===== src/rtl/cotm32_pkg.sv =====
// Shared cotm32 core types and constants used by the fetch stage.
// Holds the fetch fault encoding, the prefetch entry layout and the fetch-address check.
package cotm32_pkg;

    localparam int XLEN       = 32;
    localparam int INST_WIDTH = 32;

    localparam logic [XLEN-1:0] INST_MEM_START = 32'h0000_0000;
    localparam logic [XLEN-1:0] INST_MEM_END   = 32'h0000_0FFF;

    localparam logic [INST_WIDTH-1:0] NOP_INST = 32'h0000_0013;

    typedef enum logic [1:0] {
        FF_NONE       = 2'd0,
        FF_MISALIGNED = 2'd1,
        FF_ACCESS     = 2'd2
    } fetch_fault_e;

    typedef enum logic {
        FS_RUN  = 1'b0,
        FS_HALT = 1'b1
    } fetch_state_e;

    typedef struct packed {
        logic [XLEN-1:0]       pc;
        logic [INST_WIDTH-1:0] inst;
        fetch_fault_e          fault;
    } fetch_entry_t;

    localparam fetch_entry_t ENTRY_IDLE = '{pc: '0, inst: NOP_INST, fault: FF_NONE};

    // The last byte of the word is computed one bit wider so a fetch near 2^XLEN cannot wrap past MEM_HI.
    function automatic fetch_fault_e fetch_fault_check(
        input logic [XLEN-1:0] pc,
        input logic [XLEN-1:0] lo,
        input logic [XLEN-1:0] hi
    );
        logic [XLEN:0] last_byte;
        fetch_fault_e  code;
        last_byte = {1'b0, pc} + (XLEN+1)'(3);
        if (pc[1:0] != 2'b00) begin
            code = FF_MISALIGNED;
        end else if ((pc < lo) || (last_byte > {1'b0, hi})) begin
            code = FF_ACCESS;
        end else begin
            code = FF_NONE;
        end
        return code;
    endfunction

endpackage


===== src/rtl/fetch_fifo.sv =====
// Prefetch FIFO of fetch entries with flush; the head entry is read straight from storage
// registers, and an empty FIFO presents the idle entry.
module fetch_fifo
    import cotm32_pkg::*;
#(
    parameter int DEPTH = 2
) (
    input  logic         i_clk,
    input  logic         i_rst,
    input  logic         i_push,
    input  logic         i_pop,
    input  logic         i_flush,
    input  fetch_entry_t i_wdata,
    output fetch_entry_t o_rdata,
    output logic         o_full,
    output logic         o_empty
);

    localparam int PW = $clog2(DEPTH);
    localparam int CW = PW + 1;

    fetch_entry_t  mem_q [DEPTH];
    fetch_entry_t  mem_d [DEPTH];
    logic [PW-1:0] wr_ptr_q, wr_ptr_d;
    logic [PW-1:0] rd_ptr_q, rd_ptr_d;
    logic [CW-1:0] count_q, count_d;

    // Next-state for storage, pointers and occupancy; flush wins over push and pop.
    always_comb begin
        mem_d    = mem_q;
        wr_ptr_d = wr_ptr_q;
        rd_ptr_d = rd_ptr_q;
        count_d  = count_q;
        if (i_flush) begin
            wr_ptr_d = '0;
            rd_ptr_d = '0;
            count_d  = '0;
        end else begin
            if (i_push) begin
                mem_d[wr_ptr_q] = i_wdata;
                wr_ptr_d        = wr_ptr_q + PW'(1);
            end else begin
                wr_ptr_d = wr_ptr_q;
            end
            if (i_pop) begin
                rd_ptr_d = rd_ptr_q + PW'(1);
            end else begin
                rd_ptr_d = rd_ptr_q;
            end
            case ({i_push, i_pop})
                2'b10:   count_d = count_q + CW'(1);
                2'b01:   count_d = count_q - CW'(1);
                default: count_d = count_q;
            endcase
        end
    end

    // FIFO state registers.
    always_ff @(posedge i_clk or posedge i_rst) begin
        if (i_rst) begin
            for (int i = 0; i < DEPTH; i++) begin
                mem_q[i] <= ENTRY_IDLE;
            end
            wr_ptr_q <= '0;
            rd_ptr_q <= '0;
            count_q  <= '0;
        end else begin
            mem_q    <= mem_d;
            wr_ptr_q <= wr_ptr_d;
            rd_ptr_q <= rd_ptr_d;
            count_q  <= count_d;
        end
    end

    assign o_full  = (count_q == CW'(DEPTH));
    assign o_empty = (count_q == CW'(0));

    // Head-pointer mux; decode sees the idle entry whenever nothing is queued.
    always_comb begin
        if (o_empty) begin
            o_rdata = ENTRY_IDLE;
        end else begin
            o_rdata = mem_q[rd_ptr_q];
        end
    end

endmodule


===== src/rtl/fetch_unit.sv =====
// cotm32 instruction fetch stage: owns the fetch PC, checks each fetch address,
// queues {pc, inst, fault} for decode and restarts on redirects.
module fetch_unit
    import cotm32_pkg::*;
#(
    parameter int              DEPTH        = 2,
    parameter logic [XLEN-1:0] RESET_VECTOR = INST_MEM_START,
    parameter logic [XLEN-1:0] MEM_LO       = INST_MEM_START,
    parameter logic [XLEN-1:0] MEM_HI       = INST_MEM_END
) (
    input  logic                  i_clk,
    input  logic                  i_rst,
    output logic [XLEN-1:0]       o_imem_addr,
    input  logic [INST_WIDTH-1:0] i_imem_inst,
    input  logic                  i_redirect,
    input  logic [XLEN-1:0]       i_redirect_pc,
    output logic                  o_valid,
    input  logic                  i_ready,
    output logic [XLEN-1:0]       o_pc,
    output logic [INST_WIDTH-1:0] o_inst,
    output logic [1:0]            o_fault
);

    logic [XLEN-1:0] fetch_pc_q, fetch_pc_d;
    fetch_state_e    state_q, state_d;

    logic            push;
    logic            pop;
    logic            fifo_full;
    logic            fifo_empty;
    fetch_entry_t    wr_entry;
    fetch_entry_t    head;
    fetch_fault_e    fault_code;

    assign pop        = o_valid & i_ready;
    assign fault_code = fetch_fault_check(fetch_pc_q, MEM_LO, MEM_HI);

    // Fetch control: a redirect overrides everything; otherwise fetch while RUN and a slot frees up.
    // A faulting address is queued once as a NOP carrying the fault, then fetch parks in HALT.
    always_comb begin
        push       = 1'b0;
        fetch_pc_d = fetch_pc_q;
        state_d    = state_q;
        wr_entry   = '{pc: fetch_pc_q, inst: i_imem_inst, fault: FF_NONE};
        if (i_redirect) begin
            fetch_pc_d = i_redirect_pc;
            state_d    = FS_RUN;
        end else if ((state_q == FS_RUN) && (!fifo_full || pop)) begin
            push = 1'b1;
            if (fault_code == FF_NONE) begin
                fetch_pc_d = fetch_pc_q + XLEN'(4);
            end else begin
                wr_entry = '{pc: fetch_pc_q, inst: NOP_INST, fault: fault_code};
                state_d  = FS_HALT;
            end
        end else begin
            push = 1'b0;
        end
    end

    // Fetch PC and RUN/HALT state.
    always_ff @(posedge i_clk or posedge i_rst) begin
        if (i_rst) begin
            fetch_pc_q <= RESET_VECTOR;
            state_q    <= FS_RUN;
        end else begin
            fetch_pc_q <= fetch_pc_d;
            state_q    <= state_d;
        end
    end

    fetch_fifo #(
        .DEPTH (DEPTH)
    ) u_fifo (
        .i_clk   (i_clk),
        .i_rst   (i_rst),
        .i_push  (push),
        .i_pop   (pop),
        .i_flush (i_redirect),
        .i_wdata (wr_entry),
        .o_rdata (head),
        .o_full  (fifo_full),
        .o_empty (fifo_empty)
    );

    assign o_imem_addr = fetch_pc_q;
    assign o_valid     = ~fifo_empty;
    assign o_pc        = head.pc;
    assign o_inst      = head.inst;
    assign o_fault     = head.fault;

endmodule

===== config.mk =====
export PLATFORM = sky130hd
export DESIGN_NAME = fetch_unit
export DESIGN_NICKNAME = d
export VERILOG_FILES = /design/src/rtl/cotm32_pkg.sv /design/src/rtl/fetch_fifo.sv /design/src/rtl/fetch_unit.sv
export SDC_FILE = /design/constraint.sdc
export NUM_CORES = 1
export LEC_CHECK = 0
export ABC_AREA = 1
export CAP_MARGIN = 20
export CORE_MARGIN = 2
export CORE_UTILIZATION = 50
export CTS_BUF_LIST = sky130_fd_sc_hd__clkbuf_4 sky130_fd_sc_hd__clkbuf_8
export DETAILED_ROUTE_END_ITERATION = 7
export GPL_TIMING_DRIVEN = 0
export PLACE_DENSITY = 0.76
export SETUP_SLACK_MARGIN = 0.1
export SLEW_MARGIN = 10
export SYNTH_ARGS = -nofsm -noshare
export SYNTH_HDL_FRONTEND = slang
export SYNTH_HIERARCHICAL = 1
export SYNTH_SLANG_ARGS = --single-unit

===== constraint.sdc =====
create_clock -name i_clk -period 9.7 [get_ports i_clk]
set_input_delay 1.94 -clock i_clk [delete_from_list [all_inputs] [get_ports i_clk]]
set_output_delay 1.94 -clock i_clk [all_outputs]
set_load 0.005 [all_outputs]

Word level (Yosys, flattened, before mapping)
Index checks and enable logic that the tools add are counted.

storage, ports and cells
  flip-flop bits (word level) = 169
  bits in latches = 0
  RAM bits = 0
  ROM bits = 0
  bits of input ports = 68
  memories = 0

cells by class
  add/subtract/negate cells = 6
  multipliers = 0
  divide/modulo/power cells = 0
  $lt $le $gt $ge = 5
  equality and inequality tests = 4
  shifts and indexed selects = 0
  mux-type cells = 26
  bitwise logic cells = 6
  reductions and logical operators = 16

operators with widths
  operator                                                                count
  66-bit two-way mux                                                      5
  132-bit bitwise mux                                                     1
  34-bit two-way mux                                                      3
  32-bit two-way mux                                                      3
  66-bit demux with 1-bit select                                          1
  32-bit by 2-bit adder with 33-bit output, second input constant         1
  33-bit by 12-bit > comparator with 1-bit output, second input constant  1
  32-bit by 3-bit adder with 32-bit output, second input constant         1
  32-bit by 1-bit < comparator with 1-bit output, second input constant   1
  2-bit nonzero test                                                      5
  1-bit two-way mux                                                       9
  2-bit two-way mux                                                       3
  2-bit AND reduction                                                     3
  2-bit == test, second input constant                                    2
  2-bit >= comparator, second input constant                              2
  2-bit logical NOT                                                       2
  1-bit NOT with 2-bit output                                             2
  2-bit one-hot mux with 2 select lines                                   1
  1-bit NOT                                                               3
  3-bit nonzero test                                                      1
  1-bit adder, second input constant                                      2
  2-bit by 1-bit adder with 2-bit output, second input constant           1
  2-bit by 1-bit == test with 1-bit output, second input constant         1
  1-bit logical AND                                                       2
  other kinds (6)                                                         7

Depth between registers and ports, before layout
Gate-level depths: netlist of the first run.

  depth in word-level cells = 10
  mapped depth = 23

Cells and area by module
Netlist of the first run, hierarchy kept.

modules (own cells, without submodules)
  module      times used  cells each  area an instance (µm²)  sequential area each (µm²)
  fetch_fifo  1           744         6202.2                  3410.8
  fetch_unit  1           578         3387.0                  825.8

Worst setup path after synthesis of the first run
Ideal clock, no wire load.

  path kind = input to register
  start point = in i_ready
  end point = reg u_fifo/mem_q[89] (netlist bit)
  setup time = 130 ps
  data arrival time = 3460 ps
  required time = 9570 ps
  path slack = 6110 ps
  stages = 13
  path buffers = 2
  path through = inv_1 > nor2_1 > inv_1 > a21oi_1 > inv_1 > nor2_1 > nand2_2 > inv_2 > buf_6 > buf_12 > nor2_4 > inv_1 > o21ai_1

between the ends
  longest elaborated chain between the ends = 6
  elaborated cells on any way between the ends = 9
  those cells by class = mux: 5; bitwise: 1; reduce/logical: 3

ends and longest elaborated chain
  what                           RTL line          RTL
  start, declared                fetch_unit.sv:18  input logic i_ready,
  1-bit AND                      fetch_unit.sv:35  assign pop = o_valid & i_ready;
  named net pop                  fetch_unit.sv:28  logic pop;
  1-bit logical OR               fetch_unit.sv:48  end else if ((state_q == FS_RUN) && (!fifo_full || pop)) begin
  1-bit logical AND              fetch_unit.sv:48
  1-bit two-way mux              fetch_unit.sv:48
  1-bit two-way mux              fetch_unit.sv:45  if (i_redirect) begin
  named net push                 fetch_unit.sv:27  logic push;
  2-bit AND reduction (no line)  --
  end signal, assigned           fetch_fifo.sv:68  mem_q <= mem_d;
  end, declared                  fetch_fifo.sv:22  fetch_entry_t mem_q [DEPTH];

The timed path passes the listed nets, and every way through them passes these cells.
A chain may end at the register's enable or synchronous reset.

Worst setup path after layout of the first run
  start point = reg u_fifo.rd_ptr_q
  end point = out o_fault[1]

between the ends
  longest elaborated chain between the ends = 5

ends and longest elaborated chain
  what                                                   RTL line          RTL
  start, declared                                        fetch_fifo.sv:25  logic [PW-1:0] rd_ptr_q, rd_ptr_d;
  start signal, assigned                                 fetch_fifo.sv:70  rd_ptr_q <= rd_ptr_d;
  1-bit NOT with 2-bit output (implied by the code)      fetch_fifo.sv:83  o_rdata = mem_q[rd_ptr_q];
  66-bit two-way mux (implied by the code) (3 in a row)  fetch_fifo.sv:83
  66-bit two-way mux                                     fetch_fifo.sv:80  if (o_empty) begin
  end, declared                                          fetch_unit.sv:21  output logic [1:0] o_fault

Every way passes these cells. The select of a mux whose other input is x is not followed.

==> results of run 1 <==
## how the worst max path moves through the flow
stage                                    to  slack [ns]
final                            o_fault[1]        5.42
after detailed placement   u_fifo/mem_q[91]        5.04
after global placement     u_fifo/mem_q[73]        2.31
after floorplan           u_fifo/count_q[0]        4.13
after global routing       u_fifo/mem_q[89]        5.29
after CTS                        o_fault[1]        5.40
## where the power goes
part	switching [mW]	total, mW	internal, mW	leakage [nW]
logic	0.568	1.09	0.518	3.32
clock network	0.271	0.513	0.242	0.194
registers	0.165	1.11	0.949	2.16
## cell type report
type                       count  area (µm²)  share of cell area [%]
buffer                        98         658                    5.49
clock buffer                  18         248                    2.07
clock inverter                14         163                    1.36
inverter                     153         579                    4.83
multi-input combinational    902        4120                    34.4
sequential                   169        4240                    35.3
tap                          234         293                    2.44
timing repair buffer         167        1690                    14.1
## synthesized netlist by cell type (all sizes together)
library cell | instances | area, µm²
a21o | 1 | 7.51
a21boi | 1 | 7.51
or2 | 1 | 6.26
clkinv | 1 | 3.75
dfstp | 6 | 158
o21ai | 155 | 836
nor2 | 102 | 498
clkbuf | 22 | 82.6
nand3b | 5 | 50.1
nor3b | 1 | 7.51
ha | 3 | 37.5
nor3 | 5 | 25.0
xnor2 | 2 | 17.5
xor2 | 3 | 26.3
dfrtp | 163 | 4080
buf | 76 | 576
a21oi | 71 | 355
o31ai | 1 | 7.51
inv | 152 | 571
nand4 | 8 | 56.3
nand3 | 79 | 400
nand2 | 464 | 1780
## cell families (layout without fill, tap and decap cells)
group | Yosys count | count (layout) | synth area share, %
fa+ha+maj | 3 | 3 | 0.391
simple gates | 665 | 665 | 29.5
buf+inv | 251 | 450 | 12.9
flops | 169 | 169 | 44.2
xor+xnor | 5 | 5 | 0.457
compound gates | 229 | 229 | 12.7
## state kept, by name, indices dropped and copies added (netlist names)
name,cells
u_fifo/rd_ptr_q,1
state_q,1
u_fifo/mem_q,132
u_fifo/count_q,2
u_fifo/wr_ptr_q,1
o_imem_addr,32
## routing by layer
layer | vias to the layer above | global-route usage, % | wire length (µm)
li1 | 4476 | - | -
met1 | 4235 | 36.0 | 11400
met2 | 310 | 44.4 | 13100
met3 | 35 | 3.63 | 1580
met4 | 0 | 7.61 | 465
met5 | - | 0 | 0
## metrics by stage
| step | cell area (µm²) | hold WS, ns | power (mW) | util, % |
|---|---|---|---|---|
| after CTS | 12000 | 0.478 | 2.73 | 63.9 |
| final | 12000 | 0.476 | 2.71 | 63.9 |
| after floorplan | 9590 | 0.450 | 1.72 | - |
| after global routing | 12000 | 0.494 | 2.90 | 63.9 |
| after global placement | 11500 | 0.460 | 2.18 | 61.5 |
| after detailed placement | 11600 | 0.464 | 2.21 | 61.7 |
## critical path, cell delays in order (launching register included)
cell and delay (ns):
sky130_fd_sc_hd__dfrtp_1 0.36, sky130_fd_sc_hd__buf_2 0.16, sky130_fd_sc_hd__inv_2 0.07, sky130_fd_sc_hd__clkbuf_1 0.42, sky130_fd_sc_hd__nand2_1 0.11, sky130_fd_sc_hd__a21oi_1 0.23, sky130_fd_sc_hd__clkdlybuf4s50_1 0.54
==> impl.org, run 1 <==
** Status
- The flow ran to the end, and the final reports show no timing, DRC or antenna violations.

** Routing
- Once detail routing completed, the nets flagged for antenna violations numbered 0.
- Total vias in the final route :: roughly 9100
- Final wirelength :: roughly 27000 µm
- After detailed routing, the number of remaining DRC violations is 0.
- The detailed router finished its first iteration with approximately 630 violations.
- Length of the first detailed-routing pass in iterations :: 5
- Avg Vias per Cell :: approximately 5.2
- Average wire length per cell after detail routing :: 15.1 µm

** Hold path
- For hold timing, the worst endpoint is u_fifo/mem_q[2].
- The path class of the tightest hold or removal check is register to register.
- Number of stages on the worst hold path :: 2
- In this run the most critical hold path is launched from u_fifo/mem_q[2].

** Clock tree
- PostCTS Resize Cnt :: 0
- Clock tree root driver cell :: sky130_fd_sc_hd__clkbuf_8
- TritonCTS built the clock tree.
- In this run the post-CTS setup repair buffer count came out at 0.
- Maximum clock path buffer count :: 2
- In this run, post-CTS hold repair placed 0 buffers.
- TritonCTS created 17 clock buffers.
- In this run the number of H-tree levels came out at 4.
- Number of sinks on the clock net :: 169
- Clock transition at the registers of the reported paths :: about 0.090 ns
- At the later pin of the worst-skew pair, clock insertion delay measures approximately 0.46 ns.

** Finish
- After the last flow step, the layout net total stands at around 1600.
- Growth of design area from synthesis to finish :: 25.0%
- Count of filler cells inserted in the layout :: around 1700
- Count of placed standard cells in the final layout, fillers left out :: 1755
- Most used cells in the layout excluding fill and tap cells :: 448 x sky130_fd_sc_hd__nand2_1, 166 x sky130_fd_sc_hd__clkdlybuf4s50_1, 163 x sky130_fd_sc_hd__dfrtp_1
- Leaving out fill and tap cells, the most frequent cell in the layout is sky130_fd_sc_hd__nand2_1.
- 0 antenna diodes ended up in the layout.
- Of the cells placed in the final design, the portion with a size suffix greater than 1 is a little under an eighth.

** Synth
- In this run, synthesis produced a sequential element count of 169.
- For this run, the number of Yosys warnings is 6.
- Of the synthesized area, sequential elements account for between 40 and 50%.
- Count of mapped cells out of synthesis :: roughly 1300
- Synthesis produced a netlist with a net count of between 1000 and 1500.
- Averaged over all synthesized cells, the footprint is 7.25 µm².
- The synthesized netlist occupies a cell area of between 9000 and 10000 µm².
- The netlist uses 35 different library cells.

** Floorplan
- Initial standard-cell utilization of the core :: between 50% and 60%
- The floorplan step set the die width to 142 µm.
- The floorplan has 50 rows.
- Die outline height :: between 100 and 150 µm
- IO Pins :: roughly 170
- Die area :: 20300 µm²
- Floorplan core area :: around 19000 µm²

** Place
- The HPWL after detailed placement is 19300 µm.
- Prior to clock tree synthesis, the placed netlist has a worst setup slack of about 5 ns.
- Input and output buffers added on the ports amount to about 170.
- Number of placed cells counting well taps :: 1723
- Placer's final routability congestion estimate :: 0.951

** Power
- Summed over all cells, the static leakage comes to around 5.7 nW.
- Worst vdd rail ir drop :: 97.7 µV
- Power spread over the standard cell area amounts to 226 nW/µm².

** Timing
- Subtracting the final worst setup slack from the clock period gives around 4.3 ns.
- Share of the clock period used by the worst path after layout :: between 40% and 50%
- Setup Skew :: 0.0158 ns
- Setup violations remaining at the end of the flow were counted as 0.
- Final Worst Setup Slack :: around 5.4 ns
- Derived from the worst setup path, the maximum achievable clock frequency is 0.233 GHz.
- Final Hold Vio Count :: 0
- Adding up every negative setup slack in the final design gives 0 ns.
- Pin slew with the least headroom to its limit :: between 0.7 and 0.8 ns
- Worst slew margin relative to its limit :: about half
- Unrepaired setup endpoints after global routing :: false
- Max Slew Vio Count :: 0

** Setup path
- Data on the critical path is required at its endpoint by 7.76 ns.
- Worst R2R Path Depth :: 23
- CP arrival :: 2.34 ns
- The worst register-to-register path ends at u_fifo/mem_q[89].
- In this run the critical register-to-register path is launched from o_imem_addr[0].
- Setup slack on the worst reg-to-reg path comes out at 6.37 ns.
- Tracing the worst setup path back leads to its startpoint at u_fifo/rd_ptr_q.
- Crit start category :: register
- Along the worst path, the maximum fanout reaches 10.
- Setup CP Type :: register to output port
- Setup crit end kind :: output port

** Global routing
- In the global route stage, overall resource usage came out at a little over a quarter.
- First-pass GRT wire length :: between 40000 and 50000 µm
- Number of antenna violations at the first check in global routing :: 0
- The total overflow left after global routing is 0.
- The via count of the first global-routing pass came to between 8000 and 9000.
- Largest net degree at the start of global routing :: 72

** Flow run
- Max cap viols :: 0
(Power assumes the default switching activity.)
==> run 2: changes to the inputs <==
clock period = 4.4 ns   (was 9.7 ns; I/O delays follow)
==> run 2 against run 1 <==
Net effect:
- clock skew shrank 0.00065 ns
- die area is the same
- setup slack lost 4.4 ns
- first-iteration DRC count shrank 23%
- register-to-register slack lost 5.3 ns
- critical path type is now register to register
- critical endpoint is now u_fifo/mem_q[89]
==> impl.org, run 2 (synthesis results as in run 1) <==
** Status
- The flow ran to the end, and the final reports show no timing, DRC or antenna violations.

** Timing
- Setup Skew :: 0.0151 ns (-0.000650 ns)
- Share of the clock period used by the worst path after layout :: 76.3%
- The worst path in the final design needs a cycle of approximately 3.4 ns, including I/O delays and setup.
- The aggregate negative setup slack is 0 ns (unchanged).
- Max Slew Vio Count :: 0 (unchanged)
- The worst hold margin was 0.475 ns (-0.00152 ns).
- Final setup violation count :: 0 (unchanged)
- The worst max-slew margin expressed relative to the limit is 52.1% (+0.28 points).
- Static timing analysis puts the maximum clock frequency at between 0.2 and 0.3 GHz.
- Final Hold Vio Count :: 0 (unchanged)
- Pin slew with the least headroom to its limit :: 0.717 ns (-0.00416 ns)
- Setup repair after global routing left no endpoint under its margin.

** Routing
- The number of design rule violations left after detail routing came to 0 (unchanged).
- The final wirelength is 26200 µm (-1.2%).
- The DRC violation total after the first TritonRoute iteration is 488 (-23%).
- Total vias in the final route :: 8983 (-0.81%)
- The residual antenna-violating net count after detailed routing came to 0 (unchanged).
- The iteration count of the initial detailed-routing pass came to 8 (+3).
- Average wire length per cell after detail routing :: 14.9 µm (-1.3%)
- The detailed-route vias per instance was 5.11 (-0.92%).

** Place
- HPWL after detailed placement :: 19400 µm (+0.51%)
- Placer's final routability congestion estimate :: 0.970 (+1.9%)
- The count of input and output buffers is 166 (unchanged).

** Floorplan
- The row count is 50 (unchanged).
- Die width :: 142 µm (unchanged)
- The top-level I/O count is 167 (unchanged).
- The starting utilization of the core area came to 51.1% (unchanged).
- The area of the core region was 18800 µm² (unchanged).
- Die area :: 20300 µm² (unchanged)
- Die outline height :: 142 µm (unchanged)

** Clock tree
- Worst skew pair latency :: 0.46 ns (about the same)
- TritonCTS buffer count :: 17 (unchanged)
- Quantity of hold-fixing buffers added after cts :: 0 (unchanged)
- The clock-pin slew on the worst setup and hold paths came to 0.10 ns (about the same).
- The maximum number of buffers from clock root to sink is 2 (unchanged).
- Clock tree from TritonCTS :: done
- Htree depth :: 4 (unchanged)
- Number of sinks on the clock net :: 169 (unchanged)
- The number of instances resized during post-cts repair came to 0 (unchanged).
- Number of post-CTS setup repair buffers :: 0 (unchanged)
- Clock tree root driver cell :: sky130_fd_sc_hd__clkbuf_8

** Finish
- Share of the core filled with cells in the final layout :: 64.0% (+0.14 points)
- Final net count :: 1581 (+0.13%)
- The fraction of layout cells with a size suffix above 1 is 11.8% (+0.12 points).
- The top cell types in the final layout, fill and taps aside, are 448 x sky130_fd_sc_hd__nand2_1, 166 x sky130_fd_sc_hd__clkdlybuf4s50_1, 163 x sky130_fd_sc_hd__dfrtp_1.
- The flip-flop count of the largest register, all copies and words added was 132 (unchanged).
- Compared with the post-synthesis result, the final layout area differs by 25.3%.
- Commonest non-fill, non-tap cell in the layout :: sky130_fd_sc_hd__nand2_1
- The antenna diode count is 0 (unchanged).
- Largest Register :: u_fifo/mem_q

** Setup path
- STA classifies the critical path startpoint as a register.
- Cell family with most CP delay :: simple AND/OR/NAND/NOR gates
- The critical path buffer and inverter count came to 8 (+4).
- The worst endpoint data arrival time came to 3.74 ns (+1.40 ns).
- The worst reg-to-reg setup slack was 1.04 ns (-5.33 ns).
- Setup crit end kind :: register
- The maximum fanout count along the critical path was 10 (unchanged).
- Setup CP Type :: register to register
- Ordered list of cells on the worst path :: inv_1 -> ha_1 -> inv_1 -> nand2_2 -> nor2_2 -> inv_2 -> nor2_1 -> nand2_1 -> nand2_1 -> nand2_1 -> nor2_1 -> nand2_1 -> inv_1 -> nand2_1 -> nor2_2 -> nand4_2 -> nand2_2 -> inv_2 -> buf_6 -> buf_12 -> nor2_4 -> inv_1 -> o21ai_1
- Critical path required time :: 4.78 ns (-2.98 ns)
- The largest individual stage delay along the critical path comes from the cell sky130_fd_sc_hd__dfrtp_1.
- Among the stages of the critical path, the cell type that occurs most often is sky130_fd_sc_hd__nand2_1.
- Worst stage delay on the critical path :: 0.43 ns (-0.11 ns)

** Global routing
- The via count of the first global-routing pass was 8650 (+1.8%).
- The pin count of the biggest net entering global routing came to 41 (-43%).
- The remaining global-route overflow was 0 (unchanged).
- The initial antenna violation count was 0 (unchanged).
- The all-layer global routing usage came to 26.5% (+0.036 points).
- First-pass GRT wire length :: 42400 µm (-0.52%)

** Power
- The post-route total power is 5.97 mW (+120%).
- Worst vdd rail ir drop :: 226 µV (+130%)
- The leakage power was 5.68 nW (+0.13%).
- Power density over the cells :: 497 nW/µm² (+120%)

** Hold path
- Type of the most critical hold path :: register to register

** Flow run
- Max cap viols :: 0 (unchanged)
run 2: through the flow:
step / instances / cell area, µm² / setup WS, ns
2_1_floorplan: 1322 / 9590 / 1.83
3_3_place_gp: 1722 / 11500 / 0.659
3_5_place_dp: 1725 / 11600 / 0.852
4_1_cts: 1757 / 12000 / 1.05
5_1_grt: 1757 / 12000 / 0.788
6_report: 1757 / 12000 / 1.04
run 2: worst register-to-register path, delay by kind of cell, from the launching register on:
kind	cells	cell delay [ns]
flip-flops	1	0.43
adder cells (fa/ha/maj)	1	0.31
AND/OR/NAND/NOR	13	1.46
AO/OA/AOI/OAI	1	0.13
buffers and inverters	8	0.95
run 2: routing by layer:
metal / part of all wire [%] / GRT usage, % / routed length, µm / vias up
li1: - / - / - / 4479
met1: 43 / 34.3 / 11300 / 4192
met2: 49 / 45.2 / 12900 / 269
met3: 5.3 / 3.70 / 1390 / 43
met4: 2.4 / 10.2 / 625 / 0
met5: 0 / 0 / 0 / -
run 2: power breakdown:
part           switching [mW]  leakage [nW]  internal, mW  total (mW)
registers               0.360          2.16          2.09        2.45
clock network           0.606         0.190         0.524        1.13
logic                    1.25          3.33          1.14        2.39
total                    2.21          5.68          3.76        5.97
run 2: path summary, 6_finish.rpt:
kind | startpoint | to | cells past startpoint
setup / recovery | o_imem_addr[0] | u_fifo/mem_q[89] | 23
hold / removal | u_fifo/mem_q[2] | u_fifo/mem_q[2] | 2
setup reg to reg | o_imem_addr[0] | u_fifo/mem_q[89] | 23
hold reg to reg | u_fifo/mem_q[2] | u_fifo/mem_q[2] | 2
max in group asynchronous | i_rst | u_fifo/mem_q[69] | 3
min in group asynchronous | i_rst | o_imem_addr[0] | 2
run 2: final cells by class:
| class | count | area (µm²) |
|---|---|---|
| buffer | 98 | 658 |
| sequential | 169 | 4240 |
| clock buffer | 18 | 241 |
| timing repair buffer | 169 | 1720 |
| tap | 234 | 293 |
| clock inverter | 14 | 164 |
| inverter | 153 | 578 |
| multi-input combinational | 902 | 4120 |
| fill | 1725 | 6760 |
==> run 3: changes to the inputs <==
clock period = 3.1 ns   (was 4.4 ns; I/O delays follow)
==> run 3 against run 2 <==
Net effect:
- via count is 0.67% higher
- die area unchanged
- non-clock buffer count rose by 10
- sequential power grew 42%
- core utilization rose by 0.81 points
- global-route usage grew 0.080 points
- critical path type is now register to output port
- critical endpoint is now o_pc[12]
- largest cell class unchanged
- highest routed layer unchanged
==> impl.org, run 3 (synthesis results as in run 1) <==
** Finish
- Max reg flops :: 132 (unchanged)
- The post-layout instance count excluding filler cells came to 1767 (+0.57%).
- The total number of nets in the final design is 1591 (+0.63%).
- Count of filler cells inserted in the layout :: 1714 (-0.64%)
- The antenna diode count is 0 (unchanged).
- Growth of design area from synthesis to finish :: 26.9%
- Largest Register :: u_fifo/mem_q
- The library cell used most frequently in the layout, excluding fill and tap cells, is sky130_fd_sc_hd__nand2_1.
- Most used cells in the layout excluding fill and tap cells :: 448 x sky130_fd_sc_hd__nand2_1, 166 x sky130_fd_sc_hd__clkdlybuf4s50_1, 150 x sky130_fd_sc_hd__dfrtp_1
- The fraction of layout cells with a size suffix above 1 is 13.8% (+2.1 points).

** Status
- The flow ran to the end, and the final reports show no timing, DRC or antenna violations.

** Timing
- Static timing analysis puts the maximum clock frequency at roughly 0.35 GHz.
- Pin slew with the least headroom to its limit :: 0.726 ns (+0.00873 ns)
- Worst slew margin relative to its limit :: 51.5% (-0.58 points)
- For the finished layout, the period the worst path requires is 2.89 ns.
- Final setup violation count :: 0 (unchanged)
- Setup repair after global routing could not meet its margin everywhere.
- Setup Skew :: 0.0165 ns (+0.00143 ns)
- The number of failing hold endpoints at the final stage came to 0 (unchanged).
- Share of the clock period used by the worst path after layout :: 93.1%
- Max Slew Vio Count :: 0 (unchanged)

** Routing
- Avg Vias per Cell :: 5.12 (about the same)
- Violation count after the first detailed-route iteration :: 514 (+5.3%)
- The iteration count of the initial detailed-routing pass was 8 (unchanged).
- The total number of vias came to 9043 (+0.67%).
- The number of design rule violations left after detail routing came to 0 (unchanged).
- The residual antenna-violating net count after detailed routing is 0 (unchanged).
- Average wire length per cell after detail routing :: 15.0 µm (+0.44%)
- Final wirelength :: 26500 µm (+1.0%)

** Setup path
- Ordered list of cells on the worst path :: buf_2 -> inv_2 -> buf_4 -> buf_4 -> nand2_1 -> a21oi_1 -> clkdlybuf4s50_1
- Critical path required time :: 2.48 ns (-2.30 ns)
- The worst endpoint data arrival time was 2.27 ns (-1.47 ns).
- The maximum fanout count along the critical path was 10 (unchanged).
- Worst reg2reg setup slack :: 0.27 ns (-0.77 ns)
- Setup CP Type :: register to output port
- For this design, the slowest cell found on the critical path is sky130_fd_sc_hd__clkdlybuf4s50_1.
- Reg-to-reg critical path endpoint :: u_fifo/mem_q[89]
- CP most frequent cell :: sky130_fd_sc_hd__buf_4
- The cell family contributing the most delay on the critical path is buffers and inverters.
- Worst stage delay on the critical path :: 0.55 ns (+0.12 ns)
- Crit start category :: register
- The critical path buffer and inverter count came to 5 (-3).
- Critical Path Source :: u_fifo/rd_ptr_q
- Startpoint of the worst-slack reg-to-reg timing path :: o_imem_addr[1]
- Setup crit end kind :: output port
- Worst R2R Path Depth :: 19 (-17%)

** Clock tree
- Clock tree root driver cell :: sky130_fd_sc_hd__clkbuf_8
- Clock transition at the registers of the reported paths :: 0.09 ns (about the same)
- The maximum number of buffers from clock root to sink is 2 (unchanged).
- The number of sinks handled by clock tree synthesis came to 169 (unchanged).
- The TritonCTS buffer count came to 17 (unchanged).
- The CTS H-tree depth came to 4 (unchanged).
- Worst skew pair latency :: 0.46 ns (about the same)
- Quantity of hold-fixing buffers added after cts :: 0 (unchanged)
- TritonCTS built the clock tree.

** Floorplan
- The area of the core region came to 18800 µm² (unchanged).
- The vertical extent of the die was 142 µm (unchanged).
- Initial standard-cell utilization of the core :: 51.1% (unchanged)
- Number of rows created at floorplan :: 50 (unchanged)
- IO Pins :: 167 (unchanged)
- Die area :: 20300 µm² (unchanged)
- Die width :: 142 µm (unchanged)

** Flow run
- Max cap viols :: 0 (unchanged)

** Power
- The internal cell power is 5.38 mW (+43%).
- Part of the power in combinational logic :: 40.5% (+0.5 points)
- Share of total power in sequential cells :: 40.7% (-0.4 points)
- The switching share of power is 37.0% (about the same).
- The worst ir drop on vdd was 321 µV (+42%).
- Power density over the cells :: 702 nW/µm² (+41%)
- Leakage :: 5.72 nW (+0.77%)
- The clock group share of total power came to 18.8% (about the same).
- The switching power came to 3.16 mW (+43%).
- The post-route total power was 8.54 mW (+43%).

** Place
- The placed instance count was 1725 (unchanged).
- HPWL after detailed placement :: 19400 µm (unchanged)
- The count of input and output buffers is 166 (unchanged).
- The last weighted congestion value of the routability-driven placer came to 0.970 (unchanged).

** Global routing
- The all-layer global routing usage was 26.6% (+0.080 points).
- The first-pass GRT wire length was 42500 µm (+0.29%).
- Largest net degree at the start of global routing :: 41 (unchanged)
- The via count of the first global-routing pass came to 8653 (+0.035%).
- Number of antenna violations at the first check in global routing :: 0 (unchanged)
- Total congestion overflow :: 0 (unchanged)

** Hold path
- Worst min-delay path startpoint :: u_fifo/mem_q[2]
- The path with the worst hold slack has its endpoint at u_fifo/mem_q[2].
- Number of stages on the worst hold path :: 2 (unchanged)
- The tightest min-delay check is of the register to register type.
[run 3: metrics by stage]
| stage | util [%] | setup TNS, ns | cell area [µm²] | setup WS (ns) | hold slack, ns |
|---|---|---|---|---|---|
| detailed placement | 61.8 | -9.88 | 11600 | -0.189 | 0.464 |
| finish | 64.8 | 0 | 12200 | 0.213 | 0.474 |
| global route | 64.8 | 0 | 12200 | 0.0768 | 0.504 |
| CTS | 64.2 | 0 | 12100 | 0.124 | 0.478 |
| global placement | 61.5 | -55.93 | 11500 | -0.381 | 0.463 |
| floorplan | - | 0 | 9590 | 0.536 | 0.450 |
[run 3: worst max-delay path by stage]
stage                       endpoint  depth (start not counted)
finish                      o_pc[12]                          7
global route        u_fifo/mem_q[89]                         23
CTS                       o_fault[0]                          6
detailed placement  u_fifo/mem_q[92]                         23
global placement     u_fifo/mem_q[7]                          2
floorplan           u_fifo/mem_q[89]                         21
[run 3: repair_timing]
action	in CTS	in global routing
resized for setup	8	24
pin swaps	0	8
buffers inserted	2	8
endpoints found under the setup margin	88	172
hold endpoints to repair	0	0
[run 3: tightest hold or removal path: stages, from the launching register on]
cell and delay [ns]:
sky130_fd_sc_hd__dfstp_2 0.38, sky130_fd_sc_hd__nand2_1 0.05, sky130_fd_sc_hd__o21ai_1 0.05
[run 3: final cells by class]
| cell class | count | area [µm²] | area share (%) |
|---|---|---|---|
| Clock inverter | 14 | 164 | 1.35 |
| Inverter | 153 | 583 | 4.79 |
| Tap cell | 234 | 293 | 2.41 |
| Clock buffer | 18 | 241 | 1.99 |
| Timing Repair Buffer | 179 | 1800 | 14.8 |
| Sequential cell | 169 | 4250 | 35.0 |
| Multi-Input combinational cell | 902 | 4170 | 34.3 |
| Buffer | 98 | 659 | 5.42 |
[run 3: power by group through the flow]
stage	combinational [mW]	sequential, mW	clock [mW]
after floorplan	2.02	3.37	0
after global placement	3.32	3.48	0
after detailed placement	3.41	3.51	0
after CTS	3.44	3.47	1.64
after global routing	3.86	3.57	1.74
final	3.46	3.48	1.60
[run 3: metal layers]
metal / share of wire (%) / GRT usage (%) / vias up
met2: 49 / 45.3 / 307
li1: - / - / 4508
met3: 5.6 / 3.60 / 48
met5: 0 / 0 / -
met4: 2.6 / 10.2 / 0
met1: 43 / 34.5 / 4180
